### src/rtl/uart_debug_monitor.sv
// UART command engine: host reads probe channels, controls CPU halt/run/step, selects display channel.
// One command at a time; bytes that arrive while a response is being sent wait in the UART until IDLE.
module uart_debug_monitor #(
  parameter int N_CH         = 8,
  parameter int DATA_W       = 32,
  parameter int STEP_CYC     = 2,
  parameter int ARG_TIMEOUT  = 50000000,
  parameter bit RUN_AT_RESET = 1'b1
) (
  input  logic                   clk,
  input  logic                   rst,
  input  logic [N_CH*DATA_W-1:0] probes,
  input  logic [7:0]             rx_data,
  input  logic                   rx_valid,
  output logic                   rx_re,
  output logic [7:0]             tx_data,
  output logic                   tx_we,
  input  logic                   tx_busy,
  output logic                   cpu_run,
  output logic                   cpu_en,
  output logic [3:0]             disp_sel,
  output logic [15:0]            disp_value,
  output logic                   cmd_err
);

  localparam int NHEX  = DATA_W / 4;
  localparam int TO_W  = $clog2(ARG_TIMEOUT + 1);
  localparam int IDX_W = $clog2(NHEX + 3);

  typedef enum logic [2:0] {IDLE, ARG_WAIT, EXEC, TX_LOAD, TX_GUARD, TX_WAIT} state_t;
  typedef enum logic [1:0] {RESP_HEX, RESP_OK, RESP_ERR} resp_t;

  state_t            state;
  resp_t             resp;
  logic              rx_skip;
  logic [7:0]        cmd;
  logic [7:0]        arg;
  logic              arg_to;
  logic [TO_W-1:0]   arg_cnt;
  logic [IDX_W-1:0]  idx;
  logic [IDX_W-1:0]  last_idx;
  logic [DATA_W-1:0] shreg;
  logic [7:0]        step_cnt;
  logic [7:0]        cur_char;
  logic [7:0]        hex_ch;
  logic [3:0]        nib;
  logic [4:0]        arg_dec;
  logic              arg_ok;

  // Padded to 16 entries so any 4-bit channel index is in range.
  logic [DATA_W-1:0] ch [16];
  for (genvar k = 0; k < 16; k++) begin : g_ch
    if (k < N_CH) begin : g_on
      assign ch[k] = probes[k*DATA_W +: DATA_W];
    end else begin : g_off
      assign ch[k] = '0;
    end
  end

  // Returns {valid, value} for an ASCII hex digit.
  function automatic logic [4:0] hex_val(input logic [7:0] b);
    if (b >= "0" && b <= "9") return {1'b1, b[3:0]};
    if (b >= "A" && b <= "F") return {1'b1, 4'(b - 8'h37)};
    if (b >= "a" && b <= "f") return {1'b1, 4'(b - 8'h57)};
    return 5'd0;
  endfunction

  assign arg_dec = hex_val(arg);
  assign arg_ok  = arg_dec[4] && !arg_to && ({1'b0, arg_dec[3:0]} < 5'(N_CH));
  assign cpu_en  = cpu_run | (step_cnt != 8'd0);

  always_comb begin
    nib      = shreg[DATA_W-1 -: 4];
    hex_ch   = (nib < 4'd10) ? (8'h30 + {4'h0, nib}) : (8'h37 + {4'h0, nib});
    last_idx = (resp == RESP_HEX) ? IDX_W'(NHEX + 1) : IDX_W'(2);
    if (idx == last_idx)                      cur_char = 8'h0A;
    else if (idx == last_idx - IDX_W'(1))     cur_char = 8'h0D;
    else if (resp == RESP_HEX)                cur_char = hex_ch;
    else if (resp == RESP_OK)                 cur_char = "K";
    else                                      cur_char = "?";
  end

  always_ff @(posedge clk or posedge rst) begin
    if (rst) begin
      state    <= IDLE;
      resp     <= RESP_OK;
      rx_re    <= 1'b0;
      rx_skip  <= 1'b0;
      tx_we    <= 1'b0;
      tx_data  <= '0;
      cpu_run  <= RUN_AT_RESET;
      disp_sel <= '0;
      cmd_err  <= 1'b0;
      cmd      <= '0;
      arg      <= '0;
      arg_to   <= 1'b0;
      arg_cnt  <= '0;
      idx      <= '0;
      shreg    <= '0;
      step_cnt <= '0;
    end else begin
      rx_re   <= 1'b0;
      tx_we   <= 1'b0;
      rx_skip <= 1'b0;
      if (step_cnt != 8'd0) step_cnt <= step_cnt - 8'd1;
      case (state)
        IDLE: if (rx_valid && !rx_skip) begin
          rx_re   <= 1'b1;
          rx_skip <= 1'b1;
          cmd     <= rx_data;
          arg_to  <= 1'b0;
          arg_cnt <= '0;
          if (rx_data == "R" || rx_data == "D") state <= ARG_WAIT;
          else if (!(rx_data == 8'h0D || rx_data == 8'h0A || rx_data == 8'h20)) state <= EXEC;
        end
        // An argument on the final timeout cycle takes priority over the timeout.
        ARG_WAIT: if (rx_valid && !rx_skip) begin
          rx_re   <= 1'b1;
          rx_skip <= 1'b1;
          arg     <= rx_data;
          state   <= EXEC;
        end else if (arg_cnt == TO_W'(ARG_TIMEOUT - 1)) begin
          arg_to <= 1'b1;
          state  <= EXEC;
        end else begin
          arg_cnt <= arg_cnt + TO_W'(1);
        end
        EXEC: begin
          idx   <= '0;
          resp  <= RESP_OK;
          state <= TX_LOAD;
          case (cmd)
            "R": if (arg_ok) begin
              resp  <= RESP_HEX;
              shreg <= ch[arg_dec[3:0]];
            end else begin
              resp    <= RESP_ERR;
              cmd_err <= 1'b1;
            end
            "D": if (arg_ok) disp_sel <= arg_dec[3:0];
                 else begin
                   resp    <= RESP_ERR;
                   cmd_err <= 1'b1;
                 end
            "H": begin
              cpu_run  <= 1'b0;
              step_cnt <= '0;
            end
            "G": cpu_run <= 1'b1;
            "S": if (!cpu_run) step_cnt <= 8'(STEP_CYC);
            "C": cmd_err <= 1'b0;
            default: begin
              resp    <= RESP_ERR;
              cmd_err <= 1'b1;
            end
          endcase
        end
        TX_LOAD: if (!tx_busy) begin
          tx_data <= cur_char;
          tx_we   <= 1'b1;
          state   <= TX_GUARD;
        end
        TX_GUARD: state <= TX_WAIT;
        TX_WAIT: if (!tx_busy) begin
          if (idx == last_idx) begin
            state <= IDLE;
          end else begin
            idx <= idx + IDX_W'(1);
            if (resp == RESP_HEX) shreg <= {shreg[DATA_W-5:0], 4'h0};
            state <= TX_LOAD;
          end
        end
        default: state <= IDLE;
      endcase
    end
  end

  always_ff @(posedge clk or posedge rst) begin
    if (rst) disp_value <= '0;
    else     disp_value <= ch[disp_sel][15:0];
  end

endmodule

### config.mk
export PLATFORM = sky130hd
export DESIGN_NAME = uart_debug_monitor
export DESIGN_NICKNAME = d
export VERILOG_FILES = /design/src/rtl/uart_debug_monitor.sv
export SDC_FILE = /design/constraint.sdc
export NUM_CORES = 1
export LEC_CHECK = 0
export CORE_ASPECT_RATIO = 2
export CORE_MARGIN = 8
export CORE_UTILIZATION = 43
export CTS_BUF_LIST = sky130_fd_sc_hd__clkbuf_16
export DETAILED_ROUTE_END_ITERATION = 8
export GPL_TIMING_DRIVEN = 0
export HOLD_SLACK_MARGIN = 0.06
export PLACE_DENSITY = 0.9
export SYNTH_ARGS = -nofsm -noshare
export SYNTH_HDL_FRONTEND = slang
export SYNTH_SLANG_ARGS = --single-unit
### constraint.sdc
create_clock -name clk -period 4.3 [get_ports clk]
set_clock_uncertainty 0.05 [all_clocks]
set_input_delay 0.86 -clock clk [delete_from_list [all_inputs] [get_ports clk]]
set_output_delay 0.86 -clock clk [all_outputs]
set_load 0.05 [all_outputs]
Word-level counts from Yosys, hierarchy flattened. Index checks and enable logic that the tools add are counted.

Flip-flop bits (word level): 124. Input bits: 268. Output and inout port bits: 33.

Add/sub/neg operators: 8. Order comparisons: 10. Eq/ne operators: 33. Multiplexer cells: 64. Bitwise operators: 5. Reductions and logical operators: 32.

Operators by type and width (number): binary-select mux 32 bit (select 4 bit) (2); two-way mux 32 bit (7); two-way mux 26 bit (3); equality test 8 x 7 -> 1 bit (second input constant) (8); case mux 32 bit (2 select lines) (1); case mux 26 bit (2 select lines) (1); two-way mux 7 bit (5); two-way mux 16 bit (2); two-way mux 5 bit (6); adder 26 x 1 -> 26 bit (second input constant) (1); equality test 26 bit (second input constant) (1); two-way mux 8 bit (3); two-way mux 3 bit (7); inequality test 2 bit (second input constant) (10); case mux 3 bit (6 select lines) (1); equality test 8 x 4 -> 1 bit (second input constant) (2); >= comparator 8 x 7 -> 1 bit (second input constant) (2); less-or-equal comparator 8 x 7 -> 1 bit (second input constant) (2); case mux 8 bit (2 select lines) (1); adder 6 x 4 -> 7 bit (first input constant) (2); two-way mux 1 bit (14); two-way mux 4 bit (3); >= comparator 5 bit (second input constant) (2); inverter 4 -> 5 bit (2); other kinds (37) (64).

Logic depth before layout (Yosys ltp). Gate-level depths: netlist of run 1.

Depth after elaboration: 16. Depth in mapped cells: 10. Depth with buffers taken out: 8.

Worst setup path after synthesis of run 1. OpenSTA, ideal clock, no wires.

Path kind: input -> register. Start point: input rx_valid. End point: register arg_cnt[11]. Arrival: 2.427 ns. Slack: 1.691 ns. Stages on the path: 8. Path through: nor2b_1 > nor4b_1 > o31a_1 > clkbuf_1 > clkbuf_1 > nand4_1 > xor2_1 > nor2_1.

Word-level cells in the longest chain between the ends: 3.

Ends and longest elaborated chain: start, declared (RTL line 14) `input logic rx_valid,`; logical AND 1 bit (*) (RTL line 107, 117); inequality test 2 bit (no source line); AND reduction 4 bit (no source line) (*); end signal, assigned (RTL line 126) `arg_cnt <= arg_cnt + TO_W'(1);`; end, declared (RTL line 39) `logic [TO_W-1:0] arg_cnt;`.

Every way passes the cells marked *; elsewhere a longest branch is shown, timed or not. A chain may end at the register's enable or synchronous reset.

Worst setup path in the final report of run 1.
Start point: register step_cnt[3]. End point: output cpu_en.

Word-level cells in the longest chain between the ends: 2.

Ends and longest elaborated chain: start, declared (RTL line 43) `logic [7:0] step_cnt;`; start signal, assigned (RTL line 105) `if (step_cnt != 8'd0) step_cnt <= step_cnt - 8'd1;`; start signal, assigned (RTL line 150) `"S": if (!cpu_run) step_cnt <= 8'(STEP_CYC);`; nonzero test 8 bit (RTL line 70) `assign cpu_en = cpu_run | (step_cnt != 8'd0);`; bitwise OR 1 bit (RTL line 70); end, declared (RTL line 20) `output logic cpu_en,`.

Every way passes these cells.

==> metrics.txt, run 1 <==
register area share after synthesis=33.4%; Remaining DRCs=0; Die Area=26700 µm²; Synth Register Bits=approximately 120; Die H=roughly 220 µm; setup ws final=around 0.77 ns; Area growth, synth to finish=42.9%; 1st-iter DRT viols=roughly 700; Min-Delay Path Class=reg2reg; Distinct cells, synth=76; Final Hold Vio Count=0; count leader, synth=nand2_1; Port Buffers=299; Critical Path AT=~2.6 ns; post-synthesis mux area share=around 22%; highest net fanout along the worst path=5; Post-DRT Antenna Nets=0; Reg clk slew, reported paths=about 0.06 ns; Synth Area in Compound Gates=a little under a fifth; Min Hold Slack=0.436 ns; power share of the clock group=23.3%; Ports=between 300 and 400; Syn Area/Cell=9.89 µm²; drt total wl=approximately 36000 µm; share of layout cells above drive strength 1=12.5%; part of the power in combinational logic=about half; cell count after synthesis=between 900 and 1k; synth cell count leaders=134 x nand2_1, 121 x dfrtp_1, 80 x mux2i_1; top cells by area, synth=dfrtp_1 33%, mux4_2 10%, mux2i_1 8.7%, nand2_1 5.5%, a2111oi_2 3.1%; CTS H-tree depth=4; syn nets=about 1.2k; internal power=about 0.0036 W; minimum clock period after layout=roughly 3.5 ns; xor/xnor cell area share of the yosys netlist=between 3 and 4%; final core occ=a little over 60%; worst rel slew slack=approximately a third; dominant synthesized flop cell=dfrtp_1; maximum vdd drop=between 300 and 400 µV; share of synthesized registers carrying an async set or reset=100%; Slew Viols, Final=0; starting density of the core=roughly 43%; RSZ-0062 raised after global routing=no; Synth top area share=32.8%; NetSw=~0.0027 W; Sink Count=between 100 and 150; routed vias/inst=between 6 and 7; Design Area, Final=around 13000 µm²; largest net degree at the start of global routing=66; outcome=finished clean; multi-input combinational cell area=around 5700 µm²; Crit Path Category=reg2out; Critical Path Source Type=register; Setup Fix Bufs, Post-CTS=0; Resized cells post-CTS=0; clock root buffer master=clkbuf_16; DP Worst Slack=between 0.8 and 0.9 ns; core region area=approximately 21000 µm²; Post-synth EDFFs=0; Final setup viols=0; global-route wire length before repair=approximately 57000 µm; Fmax=approximately 0.28 GHz; Synth area leader=dfrtp_1; vias in the first global route=roughly 10k; initial antenna violation count=1; hold_buf cts=0; WL/cell=between 20 and 25 µm; adder-cell share of the synthesized area=under 10%; sequential share of power=between 20% and 30%; max_cap viols=0; Setup crit end kind=primary output; Post-Syn Area=just over 9000 µm²; Switching Fraction=42.4%; global placer's final weighted congestion=0.959; TritonRoute pass-1 iters=8; Simple-Gate Fraction of Synth Area=~18%; final HPWL from detailed placement=28600 µm; total clock buffers created by CTS=17; GRT Total Usage=a little over a quarter; CTS tree=yes; Storage cell area=between 3000 and 4000 µm²; worst-margin pin slew=between 0.9 and 1 ns; placed cell area=between 10000 and 15000 µm²; clk_lat worst skew=around 0.43 ns; warnings from Yosys=0; Final Cycle Share=82.0%; fillers=between 1.5k and 2k; row cnt=76; Leakage=between 5 and 6 nW; Power Density=478 nW/µm²; total grt overflow=0; Vias=around 9.5k; largest family of logic cells by synthesized area=multiplexers; clock buffer depth=2; nets=1528; Critical Path RT=roughly 3.4 ns; Die W=between 100 and 150 µm
-- power by group through the flow --
stage / Sequential, W / Clock [W] / Combinational, W
floorplan: 0.00184 / 0 / 0.00190
global placement: 0.00172 / 0 / 0.00293
detailed placement: 0.00174 / 0 / 0.00306
CTS: 0.00172 / 0.00147 / 0.00308
global route: 0.00177 / 0.00153 / 0.00332
finish: 0.00173 / 0.00147 / 0.00310
-- flip-flops by register name (all words and copies together) (netlist names) --
name and cells:
shreg 32, arg_cnt 26, disp_value 16, arg 8, cmd 8, step_cnt 8, tx_data 7, disp_sel 4
idx 4, state 3, resp 2, arg_to 1, cmd_err 1, cpu_run 1, rx_skip 1, tx_we 1
-- path summary, 6_finish.rpt --
path	startpoint	to	slack, ns	cells past startpoint
worst max-delay path	step_cnt[3]$_DFF_PP0_	cpu_en	0.77	4
worst min-delay path	tx_data[5]$_DFFE_PP0P_	tx_data[5]$_DFFE_PP0P_	0.44	2
worst max register to register	arg[1]$_DFFE_PP0P_	shreg[10]$_DFFE_PP0P_	1.03	10
worst min register to register	tx_data[5]$_DFFE_PP0P_	tx_data[5]$_DFFE_PP0P_	0.44	2
max in group asynchronous	rst	resp[0]$_DFFE_PP1N_	2.62	3
min in group asynchronous	rst	arg[0]$_DFFE_PP0P_	0.83	2
-- cells in the final DEF, fill, tap and decap left out, types with 22 or more instances in the layout --
cell type        instances
nor2_1                  71
mux4_2                  41
mux2i_1                 80
clkbuf_1                40
o21ai_0                 22
dfrtp_1                121
and3_1                  33
nand2_1                134
clkdlybuf4s50_1        299
-- metrics by stage --
| stage | power, W | std cells | TNS [ns] |
|---|---|---|---|
| after floorplan | 0.00374 | 933 | 0 |
| after global placement | 0.00465 | 1505 | -190.05 |
| after detailed placement | 0.00480 | 1506 | 0 |
| after CTS | 0.00627 | 1538 | 0 |
| after global routing | 0.00662 | 1538 | 0 |
| final | 0.00631 | 1539 | 0 |
-- routing by layer --
| layer | GRT usage, % | wire length (µm) | up-vias |
|---|---|---|---|
| li1 | - | - | 4134 |
| met1 | 29.1 | 13400 | 4577 |
| met2 | 45.5 | 17600 | 639 |
| met3 | 8.86 | 3530 | 124 |
| met4 | 15.5 | 1920 | 0 |
| met5 | 0 | 0 | - |
-- critical path, stage by stage, from the launching register on --
cell and delay, ns:
dfrtp_1 0.44, nor4_1 0.42, nand3_1 0.25, or2_2 0.36, clkdlybuf4s50_1 0.71
-- area by class of cell --
class                      instances  share of cell area, %
multi-input combinational        721                   43.4
sequential                       123                   23.4
timing repair buffer             300                   22.9
clock buffer                      17                   3.23
buffer                            72                   2.72
tap                              273                   2.59
clock inverter                    15                   1.24
inverter                          17                  0.522
antenna                            1                 0.0190
-- logic make-up after synthesis --
| logic type | count (synthesis) |
|---|---|
| adders and majority gates | 8 |
| muxes | 145 |
| other | 1 |
| DFF | 123 |
| buffers and inverters | 89 |
| xor gates and xnor gates | 32 |
| and+or+nand+nor | 335 |
| AOI/OAI and AO/OA | 200 |
Note: power is estimated with default switching activity, not from simulation.
==> run 2, diff against run 1 <==
==> constraint.sdc (replaced) <==
create_clock -name clk -period 3.1 [get_ports clk]
set_clock_uncertainty 0.05 [all_clocks]
set_input_delay 0.62 -clock clk [delete_from_list [all_inputs] [get_ports clk]]
set_output_delay 0.62 -clock clk [all_outputs]
set_load 0.05 [all_outputs]
==> metrics.txt, run 2 (synthesis results as in run 1) <==
CTS H-tree depth=4; Area growth, synth to finish=43.6%; Leakage=roughly 5.4 nW; GRT Total Usage=between 20% and 30%; global-route wire length before repair=approximately 57000 µm; Design Area, Final=approximately 13000 µm²; Critical Path RT=3.36 ns; share of layout cells above drive strength 1=13.5%; CP Cell Sequence=inv_1 > ha_1 > nor3b_1 > nor3_1 > o22ai_1 > buf_2 > buf_2 > mux4_2 > nor2_1 > o21ai_1; clk_lat worst skew=about 0.43 ns; Top Registers=shreg x32, arg_cnt x26, disp_value x16; max reg flops=32; Setup crit end kind=register; Setup crit start=arg[1]$_DFFE_PP0P_; clock buffer depth=2; Port Buffers=approximately 300; CTS tree=yes; Power Density=~660 nW/µm²; minimum clock period after layout=a little over 3 ns; max_cap viols=0; Min-Delay Path Class=reg2reg; clock root buffer master=clkbuf_16; worst-margin pin slew=~1.1 ns; row cnt=76; Ports=301; drt total wl=between 30000 and 40000 µm; maximum vdd drop=558 µV; largest net degree at the start of global routing=46; 1st-iter DRT viols=between 700 and 800; Final Non-Filler Cells=around 1.5k; starting density of the core=a little over two fifths; initial antenna violation count=1; total clock buffers created by CTS=17; outcome=finished clean; most frequent cells in the layout=298 x clkdlybuf4s50_1, 134 x nand2_1, 121 x dfrtp_1; Slew Viols, Final=0; vias in the first global route=approximately 10k; Hold Path Origin=tx_data[5]$_DFFE_PP0P_; Final Hold Vio Count=0; Most common cell on crit path=buf_2; highest net fanout along the worst path=10; global placer's final weighted congestion=a little under 1; commonest non-fill, non-tap cell in the layout=clkdlybuf4s50_1; Die W=120 µm; nets=between 1.5k and 2k; core region area=~21000 µm²; Biggest register=shreg; total grt overflow=0; Critical Path Source Type=register; worst rel slew slack=~30%; Vias=around 9.4k; Reg clk slew, reported paths=about 0.06 ns; Crit Path Category=reg2reg; Final setup viols=0; Fmax=0.330 GHz; Die Area=~27000 µm²; reg-to-reg critical path startpoint=arg[1]$_DFFE_PP0P_; TritonRoute pass-1 iters=5; WL/cell=approximately 24 µm; Die H=~220 µm; final HPWL from detailed placement=slightly below 30000 µm; placed cell count=1507; Critical Path AT=~3.3 ns; hold_buf cts=0; Post-DRT Antenna Nets=0; placed cell area=between 10000 and 15000 µm²; routed vias/inst=around 6.1; Final Cycle Share=a little over nine tenths; delay of the slowest cell on the worst path=0.43 ns; Antenna diodes=0; Sink Count=around 120; Remaining DRCs=0; Worst path slowest cell=dfrtp_1
## run 2: changes by cell type in the layout (fill, tap and decap cells not counted), moves of 2 or more
cell      delta
nor4b_2      +2
clkinv_4     +2
buf_12       +3
clkbuf_2     +5
nor4b_1      -2
clkbuf_1     -5
inv_6        -4
## run 2: report_power, final
group | switching, W | internal, W | leakage (nW)
Clock | 0.000824 | 0.00111 | 0.266
Combinational | 0.00252 | 0.00183 | 3.52
Sequential | 0.000388 | 0.00203 | 1.57
Total | 0.00373 | 0.00497 | 5.35
## run 2: final cells by class
class                           instances  area [µm²]
Fill cell                            1768        8050
Inverter                               17        67.6
Buffer                                 72         369
Tap cell                              273         342
Multi-Input combinational cell        721        5760
Clock inverter                         15         141
Clock buffer                           17         425
Timing Repair Buffer                  303        3060
Sequential cell                       123        3080
## run 2: routing by layer
layer	share of wire [%]	vias up	global-route usage, %	wire length [µm]
met1	37	4515	30.9	13700
met5	0.035	-	0	13
met4	4.3	2	13.1	1590
met3	9.5	114	7.77	3520
met2	49	650	45.7	18000
li1	-	4152	-	-
## run 2: worst paths after layout
kind	to	slack [ns]	depth (start not counted)
hold reg to reg	tx_data[5]$_DFFE_PP0P_	0.43	2
max in group asynchronous	cpu_run$_DFFE_PP1P_	1.55	3
min in group asynchronous	tx_we$_DFF_PP0_	0.70	2
hold / removal	tx_data[5]$_DFFE_PP0P_	0.43	2
setup reg to reg	shreg[11]$_DFFE_PP0P_	0.07	10
setup / recovery	shreg[11]$_DFFE_PP0P_	0.07	10
## run 2: stage by stage
step / TNS [ns] / hold slack [ns] / util [%] / worst slack, ns / total power (W)
floorplan: 0 / 0.405 / - / 0.548 / 0.00519
global placement: -28.59 / 0.408 / 59.0 / -0.244 / 0.00650
detailed placement: -1.16 / 0.427 / 59.2 / -0.156 / 0.00666
CTS: 0 / 0.440 / 61.8 / 0.0583 / 0.00862
global route: -0.00782 / 0.465 / 62.2 / -0.00782 / 0.00914
finish: 0 / 0.431 / 62.2 / 0.0717 / 0.00870
## run 2: what timing repair did
item,CTS,global route
setup buffers,0,2
pin swaps,0,2
endpoints found under the setup margin,9,33
resized for setup,2,17
hold endpoints to repair,0,0
## run 2: worst max-delay path, delay by kind of cell, from the launching register on
family                   cells  cell delay (ns)
flip-flops                   1             0.43
AO/OA/AOI/OAI                2             0.40
buffers and inverters        3             0.81
AND/OR/NAND/NOR              3             0.63
adder cells (fa/ha/maj)      1             0.22
multiplexers                 1             0.36
==> run 3, diff against run 2 <==
--- a/config.mk
+++ b/config.mk
@@ -7,12 +7,12 @@
 export LEC_CHECK = 0
 export CORE_ASPECT_RATIO = 2
 export CORE_MARGIN = 8
-export CORE_UTILIZATION = 43
+export CORE_UTILIZATION = 31
 export CTS_BUF_LIST = sky130_fd_sc_hd__clkbuf_16
 export DETAILED_ROUTE_END_ITERATION = 8
 export GPL_TIMING_DRIVEN = 0
 export HOLD_SLACK_MARGIN = 0.06
-export PLACE_DENSITY = 0.9
+export PLACE_DENSITY_LB_ADDON = 0.25
 export SYNTH_ARGS = -nofsm -noshare
 export SYNTH_HDL_FRONTEND = slang
 export SYNTH_SLANG_ARGS = --single-unit
==> constraint.sdc (replaced) <==
create_clock -name clk -period 3.7 [get_ports clk]
set_clock_uncertainty 0.05 [all_clocks]
set_input_delay 0.74 -clock clk [delete_from_list [all_inputs] [get_ports clk]]
set_output_delay 0.74 -clock clk [all_outputs]
set_load 0.05 [all_outputs]
==> metrics.txt, run 3 (synthesis results as in run 1) <==
outcome=finished clean; drt total wl=40200 µm; Reg clk slew, reported paths=0.06 ns; CTS tree=yes; internal power=0.00419 W; maximum vdd drop=477 µV; max_cap viols=0; multi-input combinational cell area=5720 µm²; Area growth, synth to finish=44.2%; Storage cell area=around 3100 µm²; Die H=~260 µm; Reg2Reg Setup Slack=around 0.32 ns; sequential share of power=28.1%; part of the power in combinational logic=just under 50%; 1st-iter DRT viols=between 400 and 500; Slew Viols, Final=0; final HPWL from detailed placement=32800 µm; hold_buf cts=0; max reg flops=32; RR Endpoint=shreg[22]$_DFFE_PP0P_; most frequent cells in the layout=299 x clkdlybuf4s50_1, 134 x nand2_1, 121 x dfrtp_1; Die Area=~36000 µm²; power share of the clock group=about 23%; setup ws final=0.317 ns; row cnt=a little under 90; Biggest register=shreg; Critical path destination=shreg[22]$_DFFE_PP0P_; Port Buffers=about 300; share of layout cells above drive strength 1=12.3%; Min-Delay Path Class=reg2reg; global-route wire length before repair=a little under 60000 µm; Ports=between 300 and 400; Final Hold Vio Count=0; global placer's final weighted congestion=between 0.8 and 0.9; Power Density=~540 nW/µm²; core region area=between 20000 and 30000 µm²; RSZ-0062 raised after global routing=no; worst-margin pin slew=approximately 1 ns; nets=between 1.5k and 2k; worst rel slew slack=a little under a third; WL/cell=around 25 µm; Setup crit start=arg[0]$_DFFE_PP0P_; Fmax=approximately 0.30 GHz; CTS H-tree depth=4; final core occ=45.3%; NetSw=between 0.003 and 0.004 W; DP Worst Slack=approximately 0.33 ns; routed vias/inst=about 5.5; initial antenna violation count=6; Leakage=5.33 nW; Setup Fix Bufs, Post-CTS=0; total clock buffers created by CTS=17; fillers=2909; Resized cells post-CTS=0; clock root buffer master=clkbuf_16; clk_lat worst skew=0.44 ns; Critical Path RT=roughly 4 ns; starting density of the core=31.4%; Sink Count=123; highest net fanout along the worst path=10; minimum clock period after layout=3.38 ns; final total negative setup slack=0 ns; TritonRoute pass-1 iters=5; Final setup viols=0; vias in the first global route=between 9k and 10k; reg-to-reg critical path startpoint=arg[0]$_DFFE_PP0P_; Setup crit end kind=register; total grt overflow=0; Remaining DRCs=0; Critical Path Source Type=register; Die W=138 µm; Final Cycle Share=~91%; GRT Total Usage=about 22%; Crit Path Category=reg2reg; largest net degree at the start of global routing=37; R2R depth=10; Post-DRT Antenna Nets=0; Top Registers=shreg x32, arg_cnt x26, disp_value x16; clock buffer depth=2; Critical Path AT=roughly 3.7 ns; Vias=approximately 9.0k; Switching Fraction=around two fifths; commonest non-fill, non-tap cell in the layout=clkdlybuf4s50_1
## run 3: changes by cell type in the layout (fill, tap and decap cells not counted), sizes merged
cell,before,now
bufinv,1,2
clkbuf,59,58
clkdlybuf4s50,298,299
diode,0,5
dlygate4sd2,1,0
inv,20,17
## run 3: power groups by stage
stage,Clock (W),Combinational (W),Sequential [W]
2_1_floorplan,0,0.00221,0.00214
3_3_place_gp,0,0.00352,0.00203
3_5_place_dp,0,0.00358,0.00204
4_1_cts,0.00165,0.00359,0.00202
5_1_grt,0.00171,0.00383,0.00207
6_report,0.00162,0.00356,0.00202
## run 3: final cells by class
cell class,instances,area share [%]
sequential,123,23.1
clock inverter,13,0.969
inverter,17,0.508
multi-input combinational,721,43.0
tap,364,3.42
antenna,5,0.0940
buffer,72,2.70
clock buffer,17,3.20
timing repair buffer,302,22.9
## run 3: metal layers
metal,wire [µm],up-vias,track usage (%)
li1,-,4140,-
met1,13300,4454,21.0
met2,22100,346,41.4
met3,3000,83,5.55
met4,1810,4,11.0
met5,26,-,0
## run 3: per-stage QoR
step           hold WS [ns]  cell area [µm²]  total power [W]  instances
3_5_place_dp          0.409            12700          0.00562       1599
6_report              0.420            13300          0.00721       1634
3_3_place_gp          0.406            12700          0.00555       1596
2_1_floorplan         0.405             9230          0.00435        933
5_1_grt               0.449            13300          0.00762       1633
4_1_cts               0.424            13300          0.00727       1629
## run 3: how the worst min path moves through the flow
stage | startpoint | end | slack, ns | cells past startpoint
after floorplan | arg_to$_DFFE_PP0P_ | arg_to$_DFFE_PP0P_ | 0.40 | 2
after global placement | tx_data[5]$_DFFE_PP0P_ | tx_data[5]$_DFFE_PP0P_ | 0.41 | 2
after detailed placement | tx_data[5]$_DFFE_PP0P_ | tx_data[5]$_DFFE_PP0P_ | 0.41 | 2
after CTS | tx_data[5]$_DFFE_PP0P_ | tx_data[5]$_DFFE_PP0P_ | 0.42 | 2
after global routing | tx_data[5]$_DFFE_PP0P_ | tx_data[5]$_DFFE_PP0P_ | 0.45 | 2
final | tx_data[5]$_DFFE_PP0P_ | tx_data[5]$_DFFE_PP0P_ | 0.42 | 2
## run 3: worst max-delay path, cell delays in order, from the launching register on
cell      delay (ns)
dfrtp_1         0.46
inv_1           0.07
ha_1            0.22
o21ba_2         0.24
o211ai_1        0.56
and2_1          0.22
clkbuf_1        0.41
clkbuf_1        0.55
nand2_1         0.14
a31oi_1         0.26
a21o_1          0.15
